File: config.mk
export PLATFORM = sky130hd
export DESIGN_NAME = iqmap_bpsk_flat
export DESIGN_NICKNAME = d
export VERILOG_FILES = /design/src/rtl/iqmap_bpsk_if.sv /design/src/rtl/iqmap_bpsk.sv /design/src/flat_wrapper.sv
export SDC_FILE = /design/constraint.sdc
export NUM_CORES = 1
export LEC_CHECK = 0
export ABC_CLOCK_PERIOD_IN_PS = 12100
export BUFFER_PORTS_ARGS = -buffer_cell sky130_fd_sc_hd__buf_2
export CAP_MARGIN = 15
export CORE_MARGIN = 2
export CORE_UTILIZATION = 45
export DETAILED_ROUTE_END_ITERATION = 12
export GPL_TIMING_DRIVEN = 0
export PLACE_DENSITY = 0.79
export SKIP_CTS_REPAIR_TIMING = 1
export SLEW_MARGIN = 20
export SYNTH_ARGS = -nofsm -noshare
export SYNTH_HDL_FRONTEND = slang
export SYNTH_SLANG_ARGS = --single-unit
File: constraint.sdc
create_clock -name CLK -period 12.1 [get_ports CLK]
set_input_delay 0.605 -clock CLK [delete_from_list [all_inputs] [get_ports CLK]]
set_output_delay 0.605 -clock CLK [all_outputs]
set_load 0.005 [all_outputs]
File: src/rtl/iqmap_bpsk_if.sv
// rtl/iqmap_bpsk_if.sv - word input handshake and I/Q symbol output bundle for iqmap_bpsk
interface iqmap_bpsk_if;
  logic               ce;
  logic               valid_i;
  logic [127:0]       data_i;
  logic               ready_o;
  logic               valid_o;
  logic signed [10:0] ar;
  logic signed [10:0] ai;
  logic               last_o;

  modport master (
    output ce, valid_i, data_i,
    input  ready_o, valid_o, ar, ai, last_o
  );

  modport slave (
    input  ce, valid_i, data_i,
    output ready_o, valid_o, ar, ai, last_o
  );
endinterface

File: src/rtl/iqmap_bpsk.sv
// rtl/iqmap_bpsk.sv - BPSK IQ mapper, 128-bit words serialized to +/-AMP symbols
// Optional IQMAP_BPSK_MSB_FIRST_EN: transmit data_i[127] first instead of data_i[0].
module iqmap_bpsk #(
  parameter int AMP = 1
) (
  input  logic         CLK,
  input  logic         RST,
  iqmap_bpsk_if.slave  bus
);

  localparam logic signed [10:0] P_POS = 11'(AMP);
  localparam logic signed [10:0] P_NEG = -P_POS;

  typedef enum logic {IDLE, RUN} state_t;

  state_t             r_state;
  logic [6:0]         r_cnt;
  logic [127:0]       r_shift;
  logic [127:0]       r_hold;
  logic               r_hold_full;
  logic               r_valid;
  logic               r_last;
  logic signed [10:0] r_ar;

  logic [6:0]         w_idx;
  logic               w_bit;
  logic               w_ready;
  logic               w_accept;

`ifdef IQMAP_BPSK_MSB_FIRST_EN
  assign w_idx = 7'd127 - r_cnt;
`else
  assign w_idx = r_cnt;
`endif

  assign w_bit    = r_shift[w_idx];
  assign w_ready  = RST & ~r_hold_full;
  assign w_accept = bus.ce & bus.valid_i & w_ready;

  assign bus.ready_o = w_ready;
  assign bus.valid_o = r_valid;
  assign bus.ar      = r_ar;
  assign bus.ai      = 11'sd0;
  assign bus.last_o  = r_last;

  // Shift and hold contents are don't-care out of reset; only the flags are cleared.
  always_ff @(posedge CLK) begin
    if (!RST) begin
      r_state     <= IDLE;
      r_cnt       <= 7'd0;
      r_hold_full <= 1'b0;
      r_valid     <= 1'b0;
      r_last      <= 1'b0;
      r_ar        <= 11'sd0;
    end else if (bus.ce) begin
      case (r_state)
        IDLE: begin
          r_valid <= 1'b0;
          r_last  <= 1'b0;
          r_ar    <= 11'sd0;
          if (w_accept) begin
            r_shift <= bus.data_i;
            r_cnt   <= 7'd0;
            r_state <= RUN;
          end
        end
        RUN: begin
          r_ar    <= w_bit ? P_NEG : P_POS;
          r_valid <= 1'b1;
          r_last  <= (r_cnt == 7'd127);
          r_cnt   <= r_cnt + 7'd1;
          // A held word wins the boundary; an empty hold lets a same-edge word bypass it.
          if (r_cnt == 7'd127) begin
            if (r_hold_full) begin
              r_shift     <= r_hold;
              r_hold_full <= 1'b0;
            end else if (w_accept) begin
              r_shift <= bus.data_i;
            end else begin
              r_state <= IDLE;
            end
          end else if (w_accept) begin
            r_hold      <= bus.data_i;
            r_hold_full <= 1'b1;
          end
        end
        default: r_state <= IDLE;
      endcase
    end
  end

endmodule

File: src/flat_wrapper.sv
// flat-port wrapper written by rule: the top's interface ports become plain ports
module iqmap_bpsk_flat 
#(
  parameter int AMP = 1
)
  (CLK, RST, bus_ce, bus_valid_i, bus_data_i, bus_ready_o, bus_valid_o, bus_ar, bus_ai, bus_last_o);
  iqmap_bpsk_if bus_i ();
  input  logic CLK;
  input  logic RST;
  input wire logic [$bits(bus_i.ce)-1:0] bus_ce;
  input wire logic [$bits(bus_i.valid_i)-1:0] bus_valid_i;
  input wire logic [$bits(bus_i.data_i)-1:0] bus_data_i;
  output wire logic [$bits(bus_i.ready_o)-1:0] bus_ready_o;
  output wire logic [$bits(bus_i.valid_o)-1:0] bus_valid_o;
  output wire logic [$bits(bus_i.ar)-1:0] bus_ar;
  output wire logic [$bits(bus_i.ai)-1:0] bus_ai;
  output wire logic [$bits(bus_i.last_o)-1:0] bus_last_o;
  assign bus_i.ce = bus_ce;
  assign bus_i.valid_i = bus_valid_i;
  assign bus_i.data_i = bus_data_i;
  assign bus_ready_o = bus_i.ready_o;
  assign bus_valid_o = bus_i.valid_o;
  assign bus_ar = bus_i.ar;
  assign bus_ai = bus_i.ai;
  assign bus_last_o = bus_i.last_o;
  iqmap_bpsk #(.AMP(AMP)) u_core (.CLK(CLK), .RST(RST), .bus(bus_i));
endmodule
[After elaboration in Yosys (flattened, before gate mapping)]
Cells that the tools add are included.
Operators by class
  $add $sub $neg: 1
  multiply operators: 0
  div/mod/pow operators: 0
  order comparisons: 1
  eq/ne operators: 3
  shift-type cells: 0
  multiplexer cells: 18
  bitwise operators: 6
  reductions and logical operators: 5
Operators with widths (number)
  $mux W128: 3
  $pmux W128 S2: 1
  $pmux W11 S2: 1
  $pmux W7 S2: 1
  $mux W11: 1
  $lt A7 B8 Y1 const B: 1
  $add A7 B1 Y7 const B: 1
  $bmux W1 S7: 1
  $eq A7 B7 Y1 const B: 1
  $mux W7: 1
  $mux W1: 6
  $pmux W1 S2: 3
  $reduce_and A3 Y1: 2
  $reduce_and A5 Y1: 1
  $and A1 B1 Y1: 3
  $not A1 Y1: 3
  $ne A2 B1 Y1 const B: 1
  $ne A2 B2 Y1 const B: 1
  $reduce_and A2 Y1: 1
  $reduce_bool A2 Y1: 1
Word-level totals
  bits in registers: 278
  bits in latches: 0
  RAM bits: 0
  bits in read-only memories: 0
  input port bits: 132
  output and inout port bits: 25
  word-level logic and storage cells: 42
  memories: 0

[Longest topological paths before layout]
Gate-level depths: netlist of run 1.
  depth after elaboration: 7
  mapped depth: 9
  gate-level depth less buffers: 6

[Worst setup path before layout of run 1]
Ideal clock, no wire load.
  path type: register -> register
  start point: register u_core.r_cnt[2]
  end point: register u_core.r_shift[0], enable pin
  setup time: 0.805 ns
  arrival: 10.421 ns
  required time: 11.295 ns
  path slack: 0.874 ns
  stages on the path, launching flop included: 7
  path buffers: 1
  period minus slack after synthesis: 11.226 ns
  path through: dfxtp_1 > and2_1 > clkbuf_1 > nand4_1 > inv_1 > nand2_1 > a211oi_1
Between the ends
  word-level cells in the longest chain between the ends: 3
Ends and longest elaborated chain
  start, declared: line iqmap_bpsk.sv:17  | logic [6:0] r_cnt;
  start signal, assigned: line iqmap_bpsk.sv:71  | r_cnt <= r_cnt + 7'd1;
  $eq A7 B7 Y1: line iqmap_bpsk.sv:73  | if (r_cnt == 7'd127) begin
  $ne A2 B2 Y1 (no line)
  $reduce_and A3 Y1 (no line)
  end signal, assigned: line iqmap_bpsk.sv:62  | r_shift <= bus.data_i;
  end signal, assigned: line iqmap_bpsk.sv:75  | r_shift <= r_hold;
  end signal, assigned: line iqmap_bpsk.sv:78  | r_shift <= bus.data_i;
  end, declared: line iqmap_bpsk.sv:18  | logic [127:0] r_shift;
No other way between the ends.
A chain may end at the register's enable or synchronous reset.

[Worst setup path after layout of run 1]
  start point: register u_core.r_cnt[2]
  end point: register u_core.r_shift[69], enable pin
The elaborated chain is that of the path after synthesis.

==> reports/qor.csv, run 1 <==
metric,value,unit
synth_cell_types,41,
finalSetupTns,0,ns
setup_violations,0,
drt_iter0_markers,777,
yosys.area.top_type,edfxtp_1,
drt-pass1-iter-count,5,
wl_per_cell,20.45,um
dp_cells,1381,
synth_ff_type,edfxtp_1,
fin_nets,1204,
rr_startpoint,u_core.r_cnt[2],
setup_ws,8.701,ns
grt_max_degree,47,
crit_required,12.36,ns
critical-path-slowest-cell,a211oi_4,
clock_latency,0.56,ns
antenna_found_initial,1,
vdd_drop_max,0.1133,mV
io_pins,157,
hold_viol,0,
crit_chain,and2_1 > clkbuf_1 > nand4_1 > inv_1 > nand2_1 > a211oi_4 > buf_16 > buf_6 > buf_6 > buf_6,
hold_class,in -> reg,
die_y,168.5,um
fp.dieW,168.5,um
grt_pass1_vias,8141,
cp-start-kind,flip-flop,
numPortBuffers,145,
grt-ovfl-total,0,
crit_start,u_core.r_cnt[2],
syn_inst,872,
grt_usage,20.69,%
skew,0.01186,ns
core_region_area,26800,um2
cts.sinks,268,
cts_buffer_depth,3,
grt_pass1_wl,45950,um
vias,7971,
max-cap-violations,0,
hp-start,bus_data_i[68],
num_rows,60,
ys_seq_elements,268,
clock.fmax,0.2942,GHz
synth_top_area_share,63.10,%
drt-total-wl,29370,um
netlist_area,12180,um2
stdcell_count,1436,
yosys-top-cells-area,"edfxtp_1, mux2i_1, o21ai_1, nand2_1, mux4_1",
p_total,2.081,mW
cpPeakStageDelay,0.79,ns
vias_per_cell,5.551,
critPathCaptureType,flip-flop,
worst_slew_pin_slew,1.038,ns
fillerInstances,2275,
drive_gt1_share,24.04,%
min_period,3.399,ns
p_leak,4.900,nW
start_util,45.46,%
outcome,"complete, no violations",
gp_congestion,0.8131,
rsz0062_at_grt,no,
cts_root_buffer,clkbuf_16,
pwr_density_cell,143.1,nW/um2
synth_area_per_cell,13.97,um2
async_flop_share,0,%
cts-buffers-inserted,29,
clk_pin_slew,0.06,ns
cp_common_cell,buf_6,
cts_tree,done,
yosysWarningCount,0,
slew_headroom,30.79,%
syn_to_final_growth,19.34,%
drc,0,
crit_type,reg -> reg,
finalCritPeriodShare,28.09,%
slew_violations,0,
hpwl,20210,um
crit_fanout,14,
synth_edf_count,256,
die_area,28410,um2
htree_levels,1,
pre_cts_ws,8.445,ns
ys_seq_area_share,65.07,%
ant_nets,0,
cp.arrival,3.66,ns
-- critical path, delay by kind of cell, from the launching register on --
family	cells	cell delay (ns)
flip-flops	1	0.40
buffers and inverters	6	1.37
AO/OA/AOI/OAI	1	0.79
AND/OR/NAND/NOR	3	0.52
-- report_power, final --
part / internal, mW / total (mW) / switching (mW)
registers: 1.05 / 1.06 / 0.0131
logic: 0.0662 / 0.141 / 0.0749
clock network: 0.514 / 0.877 / 0.363
-- layer usage --
metal / track usage (%) / share of wire [%] / vias to the layer above
met3: 3.086 / 6.3 / 46
met5: 0 / 0 / -
met2: 34.35 / 48 / 311
met1: 29.08 / 44 / 3916
met4: 4.798 / 2.3 / 0
li1: - / - / 3698
-- synth_stat cells, drive strengths merged (4+ instances only) --
| cell type | instances |
|---|---|
| buf | 45 |
| dfxtp | 12 |
| nor2b | 7 |
| a22oi | 14 |
| nor2 | 14 |
| nand3 | 6 |
| a211oi | 4 |
| mux4 | 29 |
| nand2 | 140 |
| nand4 | 4 |
| a21oi | 8 |
| o21ai | 133 |
| inv | 4 |
| edfxtp | 256 |
| clkbuf | 34 |
| mux2i | 136 |
| nand2b | 4 |
-- through the flow --
step | hold WS [ns] | area, um2 | util (%)
floorplan | 0.4750 | 12220 | -
global placement | 0.5008 | 13370 | 49.90
detailed placement | 0.5173 | 13590 | 50.72
CTS | 0.2157 | 14540 | 54.24
global route | 0.2220 | 14540 | 54.25
finish | 0.2335 | 14540 | 54.25
-- logic make-up (layout without fill, tap and decap cells) --
kind of cell    count (synthesis)  count (layout)  share of synthesized area, %
compound gates                171             171                         7.785
fa+ha+maj                       1               1                        0.1027
buf+inv                        83             295                         3.718
flops                         268             268                         65.07
mux                           166             166                         17.12
other cells                     1              12                       0.03078
simple gates                  182             182                         6.172
-- state kept, by name, indices dropped and copies added, names as in the netlist --
register / cells
u_core.r_hold_full: 1
u_core.r_state: 1
u_core.bus.ar: 2
u_core.r_hold: 128
u_core.bus.last_o: 1
u_core.r_cnt: 7
u_core.r_shift: 128
-- cell type report --
cell class | count | area, um2 | area share [%]
flip-flops and latches | 268 | 7928 | 54.53
multi-input cells | 531 | 3857 | 26.53
repair buffers | 158 | 929.6 | 6.394
clock buffers | 41 | 820.8 | 5.645
plain buffers | 79 | 437.9 | 3.012
well taps | 341 | 426.7 | 2.935
clock inverters | 13 | 121.4 | 0.8348
inverters | 4 | 15.01 | 0.1033
diodes | 1 | 2.502 | 0.01721
-- placed cells by master (no fill, tap or decap), drive strengths merged, types with 2 or more instances in the layout --
| cell type | instances |
|---|---|
| a211oi | 4 |
| o31ai | 2 |
| dfxtp | 12 |
| nand2 | 140 |
| buf | 203 |
| nor2 | 14 |
| and3 | 2 |
| nor3 | 2 |
| mux2i | 136 |
| a22oi | 14 |
| and2 | 2 |
| mux4 | 29 |
| a21oi | 8 |
| nand2b | 4 |
| clkbuf | 75 |
| edfxtp | 256 |
| bufinv | 2 |
| nor2b | 7 |
| o21ai | 133 |
| clkinv | 8 |
| nand4 | 4 |
| a21o | 2 |
| conb | 11 |
| nand3 | 6 |
| inv | 6 |
-- final timing paths --
| path | to | slack, ns | depth (start not counted) |
|---|---|---|---|
| setup / recovery | u_core.r_shift[69] | 8.70 | 10 |
| hold / removal | u_core.r_hold[68] | 0.23 | 1 |
| setup reg to reg | u_core.r_shift[69] | 8.70 | 10 |
| hold reg to reg | u_core.r_shift[95] | 0.53 | 2 |
Power figures use the tool's default switching activity.
==> run 2, diff against run 1 <==
--- a/config.mk
+++ b/config.mk
@@ -5,14 +5,15 @@
 export SDC_FILE = /design/constraint.sdc
 export NUM_CORES = 1
 export LEC_CHECK = 0
-export ABC_CLOCK_PERIOD_IN_PS = 12100
+export ABC_AREA = 1
+export ABC_CLOCK_PERIOD_IN_PS = 3500
 export BUFFER_PORTS_ARGS = -buffer_cell sky130_fd_sc_hd__buf_2
 export CAP_MARGIN = 15
 export CORE_MARGIN = 2
 export CORE_UTILIZATION = 45
 export DETAILED_ROUTE_END_ITERATION = 12
 export GPL_TIMING_DRIVEN = 0
-export PLACE_DENSITY = 0.79
+export PLACE_DENSITY = 0.77
 export SKIP_CTS_REPAIR_TIMING = 1
 export SLEW_MARGIN = 20
 export SYNTH_ARGS = -nofsm -noshare
==> constraint.sdc (replaced) <==
create_clock -name CLK -period 3.5 [get_ports CLK]
set_input_delay 0.175 -clock CLK [delete_from_list [all_inputs] [get_ports CLK]]
set_output_delay 0.175 -clock CLK [all_outputs]
set_load 0.005 [all_outputs]
==> reports/qor.csv, run 2 <==
metric,value,unit
async_flop_share,0,%
syn_inst,1214,
core_region_area,26800,um2
syn_to_final_growth,30.66,%
grt-ovfl-total,0,
skew,0.009749,ns
ys_seq_area_share,65.00,%
grt_pass1_vias,9509,
drt-total-wl,35330,um
outcome,"complete, no violations",
drt_iter0_markers,1051,
numPortBuffers,145,
min_period,2.632,ns
worst_slew_pin_slew,0.8348,ns
fin_nets,1677,
io_pins,157,
yosys.cell_count.top_type,nand2_1,
vias,10404,
cts-buffers-inserted,29,
grt_usage,23.50,%
yosysWarningCount,0,
rsz0062_at_grt,no,
gp_congestion,0.9053,
cts.sinks,268,
final_common_cell,nand2_1,
min_path_cells,2,
yosys.area.top_type,edfxtp_1,
finalCritPeriodShare,75.19,%
p_total,7.319,mW
vias_per_cell,5.459,
yosys-top-cells-area,"edfxtp_1, nand2_1, o21ai_0, nor2_1, o21ai_1",
diodes,0,
drt-pass1-iter-count,5,
start_util,45.51,%
cts_buffer_depth,3,
mostFrequentLayoutCells,"nand2_1, edfxtp_1, o21ai_0, buf_2, dlygate4sd3_1",
cts_root_buffer,clkbuf_16,
synth_area_per_cell,10.05,um2
antenna_found_initial,0,
ys_seq_elements,268,
ant_nets,0,
htree_levels,1,
crit_fanout,16,
setup_violations,0,
p_leak,5.968,nW
hold_class,in -> reg,
reg.largest.list,"u_core.r_hold x128, u_core.r_shift x128, u_core.r_cnt x7",
drc,0,
synth_edf_count,256,
die_area,28440,um2
wl_per_cell,18.54,um
synth_common_cells,"nand2_1, edfxtp_1, o21ai_0",
vdd_drop_max,0.3014,mV
reg2reg_depth,9,
num_rows,60,
cts_tree,done,
hold_ws,0.04872,ns
die_y,168.6,um
synth_top_area_share,63.03,%
synth_ff_type,edfxtp_1,
grt_pass1_wl,52000,um
slew_headroom,44.35,%
crit_type,reg -> reg,
pwr_density_cell,459.3,nW/um2
fillerInstances,2167,
max-cap-violations,0,
critPathCaptureType,flip-flop,
cp.arrival,2.89,ns
grt_max_degree,27,
hold_viol,0,
clk_pin_slew,0.06,ns
crit_required,3.76,ns
clock_latency,0.55,ns
netlist_area,12200,um2
drive_gt1_share,17.64,%
cp-start-kind,flip-flop,
hpwl,23560,um
fp.dieW,168.6,um
clock.fmax,0.3800,GHz
slew_violations,0,
synth_cell_types,30,
## run 2: cell count changes in the layout (fill, tap and decap cells not counted), sizes merged, moves of 29 or more
cell | before | now
nand3 | 6 | 82
a21oi | 8 | 38
mux4 | 29 | 0
dlygate4sd3 | 0 | 129
o21ai | 133 | 259
nand2 | 140 | 306
nor2 | 14 | 121
mux2i | 136 | 0
## run 2: cell type report
type / count / area (um2) / area share (%)
Multi-Input combinational cell: 827 / 3700 / 23.22
Sequential cell: 268 / 7934 / 49.78
Inverter: 32 / 120.1 / 0.7537
Buffer: 97 / 534.3 / 3.352
Timing Repair Buffer: 289 / 2310 / 14.49
Clock inverter: 16 / 160.2 / 1.005
Clock buffer: 36 / 752.0 / 4.719
Tap cell: 341 / 426.7 / 2.677
## run 2: kinds of logic (layout without fill, tap and decap cells)
kind of cell    Yosys count  in the layout  share of synthesized area, %
compound gates          302            302                         12.62
fa+ha+maj                 1              1                        0.1026
flops                   268            268                         65.00
other cells               1             11                       0.03075
buf+inv                 129            470                         5.314
simple gates            513            513                         16.94
## run 2: per-layer routing
| layer | up-vias | GRT usage (%) | share of wire [%] |
|---|---|---|---|
| li1 | 4860 | - | - |
| met1 | 4855 | 31.79 | 40 |
| met2 | 598 | 38.40 | 47 |
| met3 | 91 | 4.255 | 9.6 |
| met4 | 0 | 8.321 | 3.5 |
| met5 | - | 0 | 0 |
## run 2: final timing paths
| kind | from | slack [ns] | to |
|---|---|---|---|
| max | u_core.r_cnt[3] | 0.87 | u_core.r_shift[42] |
| min | bus_ce | 0.05 | u_core.r_state |
| max reg2reg | u_core.r_cnt[3] | 0.87 | u_core.r_shift[42] |
| min reg2reg | u_core.r_cnt[5] | 0.52 | u_core.r_cnt[5] |
## run 2: worst max-delay path, cell delays in order (launching register included)
cell	delay [ns]
dfxtp_2	0.39
buf_6	0.17
nand3_1	0.12
nor2_2	0.17
nor2_2	0.07
nor3_4	0.62
buf_8	0.25
buf_8	0.17
buf_8	0.17
buf_8	0.18
## run 2: where the power goes
group	total (mW)	switching (mW)	internal, mW
Combinational	0.646	0.353	0.293
Sequential	3.68	0.0477	3.63
Clock	2.99	1.25	1.74
Total	7.32	1.66	5.66
## run 2: stage by stage
stage | cell area (um2) | util (%) | setup WS (ns) | setup TNS [ns] | cells
finish | 15940 | 59.46 | 0.8683 | 0 | 1906
global route | 15940 | 59.46 | 0.7405 | 0 | 1906
CTS | 14650 | 54.65 | 0.8823 | 0 | 1777
detailed placement | 13730 | 51.24 | 0.8959 | 0 | 1725
global placement | 13440 | 50.15 | -2.167 | -374.68 | 1710
floorplan | 12290 | - | -0.7693 | -98.48 | 1224
